[src/rtl/mem_port_arbiter.sv]
// mem_port_arbiter: one line-wide memory port shared by the I-cache (fills) and
// the D-cache (fills and write-backs). D has priority, but I is forced through
// after STARVE_LIMIT consecutive D grants that it had to sit out.
// Optional grant/wait statistics are compiled in when ARB_STATS_EN is defined.
//
// Handshake: every requester holds its request level-high until it sees its own
// one-cycle completion pulse. The memory sees one registered command per grant,
// and that command completes on inputReady (read) or ackOutput (write).
module mem_port_arbiter #(
    parameter int WORD_SIZE    = 16,
    parameter int LINE_WORDS   = 4,
    parameter int STARVE_LIMIT = 3
) (
    input  logic                            clk,
    input  logic                            reset,
    input  logic                            i_read_m,
    input  logic [WORD_SIZE-1:0]            i_address,
    output logic [WORD_SIZE*LINE_WORDS-1:0] i_data,
    output logic                            i_inputReady,
    input  logic                            d_read_m,
    input  logic                            d_write_m,
    input  logic [WORD_SIZE-1:0]            d_address,
    input  logic [WORD_SIZE*LINE_WORDS-1:0] d_wdata,
    output logic [WORD_SIZE*LINE_WORDS-1:0] d_data,
    output logic                            d_inputReady,
    output logic                            d_ackOutput,
    output logic                            read_m,
    output logic                            write_m,
    output logic [WORD_SIZE-1:0]            address,
    output logic [WORD_SIZE*LINE_WORDS-1:0] mem_wdata,
    input  logic [WORD_SIZE*LINE_WORDS-1:0] mem_rdata,
    input  logic                            inputReady,
    input  logic                            ackOutput,
    output logic                            busy
`ifdef ARB_STATS_EN
    ,
    output logic [15:0]                     stat_i_grants,
    output logic [15:0]                     stat_d_grants,
    output logic [15:0]                     stat_wait_cycles
`endif
);

    localparam int          LW         = WORD_SIZE * LINE_WORDS;
    localparam logic [3:0]  STARVE_LIM = 4'(STARVE_LIMIT);

    typedef enum logic [1:0] {IDLE, SERV_I, SERV_D} state_t;

    state_t               state_q, state_d;
    logic [WORD_SIZE-1:0] address_q, address_d;
    logic [LW-1:0]        mem_wdata_q, mem_wdata_d;
    logic                 op_write_q, op_write_d;
    logic [3:0]           starve_cnt_q, starve_cnt_d;

    logic d_req;
    logic i_wins;

    // I wins when D is silent, or when I has already sat out STARVE_LIMIT D grants.
    assign d_req  = d_read_m | d_write_m;
    assign i_wins = i_read_m & (~d_req | (starve_cnt_q == STARVE_LIM));

    // Data buses are plain pass-throughs; only the ready pulses qualify them.
    assign i_data    = mem_rdata;
    assign d_data    = mem_rdata;
    assign address   = address_q;
    assign mem_wdata = mem_wdata_q;
    assign busy      = (state_q != IDLE);

    // Arbitration, command latching and completion routing.
    always_comb begin
        state_d      = state_q;
        address_d    = address_q;
        mem_wdata_d  = mem_wdata_q;
        op_write_d   = op_write_q;
        starve_cnt_d = starve_cnt_q;
        read_m       = 1'b0;
        write_m      = 1'b0;
        i_inputReady = 1'b0;
        d_inputReady = 1'b0;
        d_ackOutput  = 1'b0;
        case (state_q)
            IDLE: begin
                if (!i_read_m) begin
                    starve_cnt_d = '0;
                end
                if (i_wins) begin
                    state_d      = SERV_I;
                    address_d    = i_address;
                    op_write_d   = 1'b0;
                    starve_cnt_d = '0;
                end else if (d_req) begin
                    // A simultaneous read+write from D is served as the write.
                    state_d     = SERV_D;
                    address_d   = d_address;
                    op_write_d  = d_write_m;
                    mem_wdata_d = d_wdata;
                    if (i_read_m && (starve_cnt_q != STARVE_LIM)) begin
                        starve_cnt_d = starve_cnt_q + 4'd1;
                    end
                end
            end
            SERV_I: begin
                read_m = 1'b1;
                if (inputReady) begin
                    i_inputReady = 1'b1;
                    state_d      = IDLE;
                end
            end
            SERV_D: begin
                read_m  = ~op_write_q;
                write_m = op_write_q;
                if (op_write_q && ackOutput) begin
                    d_ackOutput = 1'b1;
                    state_d     = IDLE;
                end else if (!op_write_q && inputReady) begin
                    d_inputReady = 1'b1;
                    state_d      = IDLE;
                end
            end
            default: begin
                state_d = IDLE;
            end
        endcase
    end

    // State and latched command registers; reset abandons any access in flight.
    always_ff @(posedge clk) begin
        if (reset) begin
            state_q      <= IDLE;
            address_q    <= '0;
            mem_wdata_q  <= '0;
            op_write_q   <= 1'b0;
            starve_cnt_q <= '0;
        end else begin
            state_q      <= state_d;
            address_q    <= address_d;
            mem_wdata_q  <= mem_wdata_d;
            op_write_q   <= op_write_d;
            starve_cnt_q <= starve_cnt_d;
        end
    end

`ifdef ARB_STATS_EN
    logic [15:0] stat_i_q, stat_i_d;
    logic [15:0] stat_d_q, stat_d_d;
    logic [15:0] stat_w_q, stat_w_d;
    logic        grant_i, grant_d, i_wait, d_wait;

    // A requester waits in any cycle it is pending but neither granted nor in service.
    always_comb begin
        grant_i  = (state_q == IDLE) & i_wins;
        grant_d  = (state_q == IDLE) & ~i_wins & d_req;
        i_wait   = i_read_m & (state_q != SERV_I) & ~grant_i;
        d_wait   = d_req & (state_q != SERV_D) & ~grant_d;
        stat_i_d = stat_i_q + 16'(grant_i);
        stat_d_d = stat_d_q + 16'(grant_d);
        stat_w_d = stat_w_q + 16'(i_wait | d_wait);
    end

    // Statistics counters, free-running with natural wrap.
    always_ff @(posedge clk) begin
        if (reset) begin
            stat_i_q <= '0;
            stat_d_q <= '0;
            stat_w_q <= '0;
        end else begin
            stat_i_q <= stat_i_d;
            stat_d_q <= stat_d_d;
            stat_w_q <= stat_w_d;
        end
    end

    assign stat_i_grants    = stat_i_q;
    assign stat_d_grants    = stat_d_q;
    assign stat_wait_cycles = stat_w_q;
`endif

endmodule

[config.mk]
export PLATFORM = sky130hd
export DESIGN_NAME = mem_port_arbiter
export DESIGN_NICKNAME = d
export VERILOG_FILES = /design/src/rtl/mem_port_arbiter.sv
export SDC_FILE = /design/constraint.sdc
export NUM_CORES = 1
export LEC_CHECK = 0
export BUFFER_PORTS_ARGS = -buffer_cell sky130_fd_sc_hd__buf_2
export CAP_MARGIN = 20
export CORE_AREA = 10 10 141 143
export CTS_BUF_LIST = sky130_fd_sc_hd__clkbuf_8
export DETAILED_ROUTE_END_ITERATION = 16
export DIE_AREA = 0 0 151 153
export SLEW_MARGIN = 0
export SYNTH_ARGS = -nofsm -noshare
export SYNTH_HDL_FRONTEND = slang
export SYNTH_SLANG_ARGS = --single-unit
[constraint.sdc]
create_clock -name clk -period 2 [get_ports clk]
set_clock_uncertainty 0.1 [all_clocks]
set_input_delay 0.3 -clock clk [delete_from_list [all_inputs] [get_ports clk]]
set_output_delay 0.3 -clock clk [all_outputs]
set_load 0.03 [all_outputs]
Word-level counts from Yosys, hierarchy flattened
Index checks and enable logic that the tools add are counted.

storage, ports and cells
  flip-flop bits (word level) = 87
  latch bits = 0
  bits in writable memories = 0
  bits in read-only memories = 0
  bits of input ports = 167
  output and inout bits = 214
  word-level logic and storage cells = 52
  memories kept = 0

cells by class
  add/sub/neg operators = 1
  multipliers = 0
  divide/modulo/power cells = 0
  $lt $le $gt $ge = 0
  equal/unequal tests = 7
  shift operators = 0
  mux-type cells = 23
  bitwise operators = 6
  reduce and logical (&&, ||, !) cells = 10

operators by type and width
  cell                                                                     number
  16-bit 2-to-1 mux                                                        2
  4-bit 2-to-1 mux                                                         4
  1-bit 2-to-1 mux                                                         10
  2-bit 2-to-1 mux                                                         5
  3-bit inequality test, second input constant                             2
  2-bit one-hot mux with 3 select lines                                    1
  3-bit AND reduction                                                      2
  4-bit by 1-bit adder with 4-bit output, second input constant            1
  4-bit by 2-bit == test with 1-bit output, second input constant          1
  4-bit by 2-bit inequality test with 1-bit output, second input constant  1
  2-bit nonzero test                                                       2
  1-bit logical AND                                                        3
  1-bit inverter                                                           3
  2-bit by 1-bit == test with 1-bit output, second input constant          1
  2-bit == test, second input constant                                     1
  2-bit zero test                                                          1
  2-bit inequality test, second input constant                             1
  1-bit OR                                                                 2
  1-bit one-hot mux with 2 select lines                                    1
  2-bit AND reduction                                                      1
  1-bit bitwise AND                                                        1
  1-bit zero test                                                          1

Longest topological paths before layout
  word-level depth = 6
  gate-level depth with buffers = 8
  gate-level depth less buffers = 6

Least setup slack after synthesis
OpenSTA, ideal clock, no wires.

  path kind = register -> register
  from = register state_q[0]
  to = register mem_wdata_q[38], in the netlist mem_wdata[38]
  setup time = 128 ps
  arrival = 1579 ps
  required time = 1772 ps
  path slack = 193 ps
  stages on the path, launching flop included = 9
  buffers on the path = 2
  clock period less this slack = 1807 ps
  path through = dfxtp_1 > inv_1 > ha_1 > inv_1 > a211o_1 > buf_8 > buf_12 > mux2i_1 > nor2_1

between the ends
  cells in the longest elaborated chain, start to end = 2

ends and longest elaborated chain
  item                                  RTL line  text
  start: declaration                    48        state_t state_q, state_d;
  start signal: assignment              134       state_q <= state_d;
  2-bit zero test                       80        case (state_q)
  3-bit AND reduction (no source line)  n/a
  end signal: assignment                136       mem_wdata_q <= mem_wdata_d;
  end: declaration                      50        logic [LW-1:0] mem_wdata_q, mem_wdata_d;

No other way between the ends.
A chain may end at the register's enable or synchronous reset.

Final worst setup path
  from = register state_q[0]
  to = output d_inputReady

between the ends
  cells in the longest elaborated chain, start to end = 2

ends and longest elaborated chain
  item              RTL line  text
  2-bit == test     80
  1-bit 2-to-1 mux  80
  end: declaration  25        output logic d_inputReady,

No other way between the ends.

==> metrics.cfg <==
[synth]
synth_most_common_cell = buf_4
synth_area_um2 = 4470
synth_top_cells_by_count = buf_4, dfxtp_1, nor2_1
ys_ff_latch = 87
synth_area_per_cell_um2 = 9.26
syn_nets = 654
synth.area.top_cells = dfxtp_1, buf_4, mux2i_1
ys_async_sr_fraction = 0
synth-seq-area-share = 0.389
synth_area_leader_cell = dfxtp_1
synthFlopType = dfxtp_1
synthCells = 483
synth_top_area_frac = 0.389
synth_warnings = 0
synth_edf_count = 0
synth_cell_type_count = 35

[global_routing]
grt_max_degree = 88
grt_pass1_wl_um = 18900
antenna_found_initial = 0
grt_usage = 0.106
grt_pass1_vias = 3130
gr-total-overflow = 0

[sta]
setup_slack_ps = 102
drv_slew = 0
max_freq_ghz = 0.527
setup_viol = 0
rsz0062_at_grt = true
finalHoldViolCount = 0
slew_headroom = 0.711
fin_crit_ps = 1900
max_slew.worst_pin.slew_ps = 430
fin_crit_sh = 0.949

[route]
initialDrtViolationCount = 120
dr.pass1.iters = 4
num_vias = 3272
ant_nets = 0
totalWireLength_um = 13200
avgViaCountPerCell = 4.24
routedWlPerCell_um = 17.0
drcViolationCount = 0

[outcome]
outcome = complete, no violations

[cts]
cts_max_level = 3
cts_hold_buf = 0
cts_sinks = 87
numCtsBuffers = 9
clkLatencyLatePin_ps = 360
clkSlewWorstSetupHoldPaths_ps = 90
cts_tree = done
clockBufferDepth = 2
cts-root-buf = clkbuf_8

[critical_path]
path_max_fanout = 5
cp_slowest_cell = dfxtp_2
arrival_ps = 1500
crit_family = flip-flops
cp-end-kind = output port
cp_num_cells = 5
worstPathRequired_ps = 1600
reg2reg_setup_slack_ps = 160
cp_cell_sequence = inv_1, ha_2, nor2b_4, and2_1, clkbuf_4
critPathBufInv = 2
worstSetupStartpointType = flop
critPathMaxStageDelay_ps = 340
ff2ff_path_depth = 7
path_class = reg -> out

[min_path]
holdPathStages = 3
hp-class = in -> reg

[finish]
syn2layout_area_growth_pct = 9.73
multi_input_area_um2 = 1550
nets = 713
drive_gt1_frac = 0.413
stdcell_area_um2 = 4910
fillCellCount = 1846
regArea_um2 = 1740
antenna_cells = 0

[floorplanning]
die_w_um = 151
rows = 48
io_pins = 381
core_um2 = 17100
dieArea_um2 = 23100
start_util = 0.262
die_y_um = 153

[power_and_ir_drop]
peakVddDrop_mv = 0.278
p_leak_nw = 2.49
power.total_w = 0.00454
cellPowerDensity_nw_per_um2 = 924

[placement]
place.gp.congestion = 0.791
dpl_worst_slack_ps = 150
dpl.hpwl_um = 10200
portBuffers = 188
placed_area_um2 = 4670

[flow_run]
max-cap-violations = 0

-- logic make-up (layout without fill, tap and decap cells) --
family,Yosys count,count (layout),synth area share
and+or+nand+nor,138,138,0.128
xor gates and xnor gates,2,2,0.00392
adders and majority gates,4,4,0.0112
DFF,87,87,0.389
AOI/OAI and AO/OA,30,30,0.0537
muxes,65,65,0.145
buffers and inverters,157,221,0.269
-- power by group --
part           switching (W)  total [W]  internal, W
logic               0.000821    0.00133     0.000512
clock network       0.000647    0.00120     0.000556
registers          0.0000884    0.00200      0.00191
-- placed cells by master, fill, tap and decap left out, types with 2 or more instances in the layout --
master,n
buf_2,186
dfxtp_1,85
nor2_1,83
mux2i_1,65
nand2_1,37
a311oi_1,16
clkbuf_8,12
buf_4,7
nand3_1,6
inv_1,5
buf_12,5
and2_1,3
ha_1,3
o21a_1,2
a31oi_1,2
xor2_1,2
a211oi_1,2
a21oi_1,2
clkbuf_4,2
dfxtp_2,2
-- per-layer routing --
layer,share of wire,vias to the layer above,wire (um),track usage
li1,-,1577,-,-
met2,0.45,194,5960,0.166
met1,0.37,1436,4890,0.112
met3,0.13,65,1650,0.0452
met4,0.050,0,657,0.0766
met5,0,-,0,0
-- area by class of cell --
type	count	share of cell area
flip-flops and latches	87	0.355
clock buffers	12	0.0336
repair buffers	201	0.229
inverters	4	0.00306
well taps	225	0.0574
multi-input cells	239	0.315
clock inverters	4	0.00586
-- worst reg2reg max path, cell delays in order (launching register included) --
cell	delay (ps)
dfxtp_1	340
ha_1	210
nor3b_4	170
a211o_4	390
buf_12	150
buf_12	140
mux2i_1	180
nor2_1	50
-- timing repair --
item                                   in CTS  in global routing
endpoints found under the hold margin       0                  0
pin swaps                                   0                  1
setup endpoints to repair                   2                  8
gates resized for setup                     2                  6
buffers inserted                            0                  1
-- sequential cells by signal (all words and copies together) (netlist names) --
signal and count:
mem_wdata 64, address 16, op_write_q 1, starve_cnt_q 4, state_q 2
-- final timing paths --
check | startpoint | end
setup reg to reg | starve_cnt_q[0]$_SDFFE_PP0P_ | mem_wdata[16]$_SDFFE_PP0P_
setup / recovery | state_q[0]$_SDFFE_PP0P_ | d_inputReady
hold reg to reg | starve_cnt_q[1]$_SDFFE_PP0P_ | starve_cnt_q[1]$_SDFFE_PP0P_
hold / removal | d_wdata[3] | mem_wdata[3]$_SDFFE_PP0P_
-- per-stage QoR --
| stage | util | hold slack [ps] | setup TNS [ps] | cells |
|---|---|---|---|---|
| global route | 0.288 | 40.5 | -19.4 | 772 |
| global placement | 0.274 | 368 | 0 | 755 |
| detailed placement | 0.274 | 369 | 0 | 755 |
| floorplan | - | 344 | 0 | 483 |
| CTS | 0.285 | 27.7 | 0 | 771 |
| finish | 0.288 | 58.2 | 0 | 772 |
No activity file was read; power rests on OpenSTA's default activity.
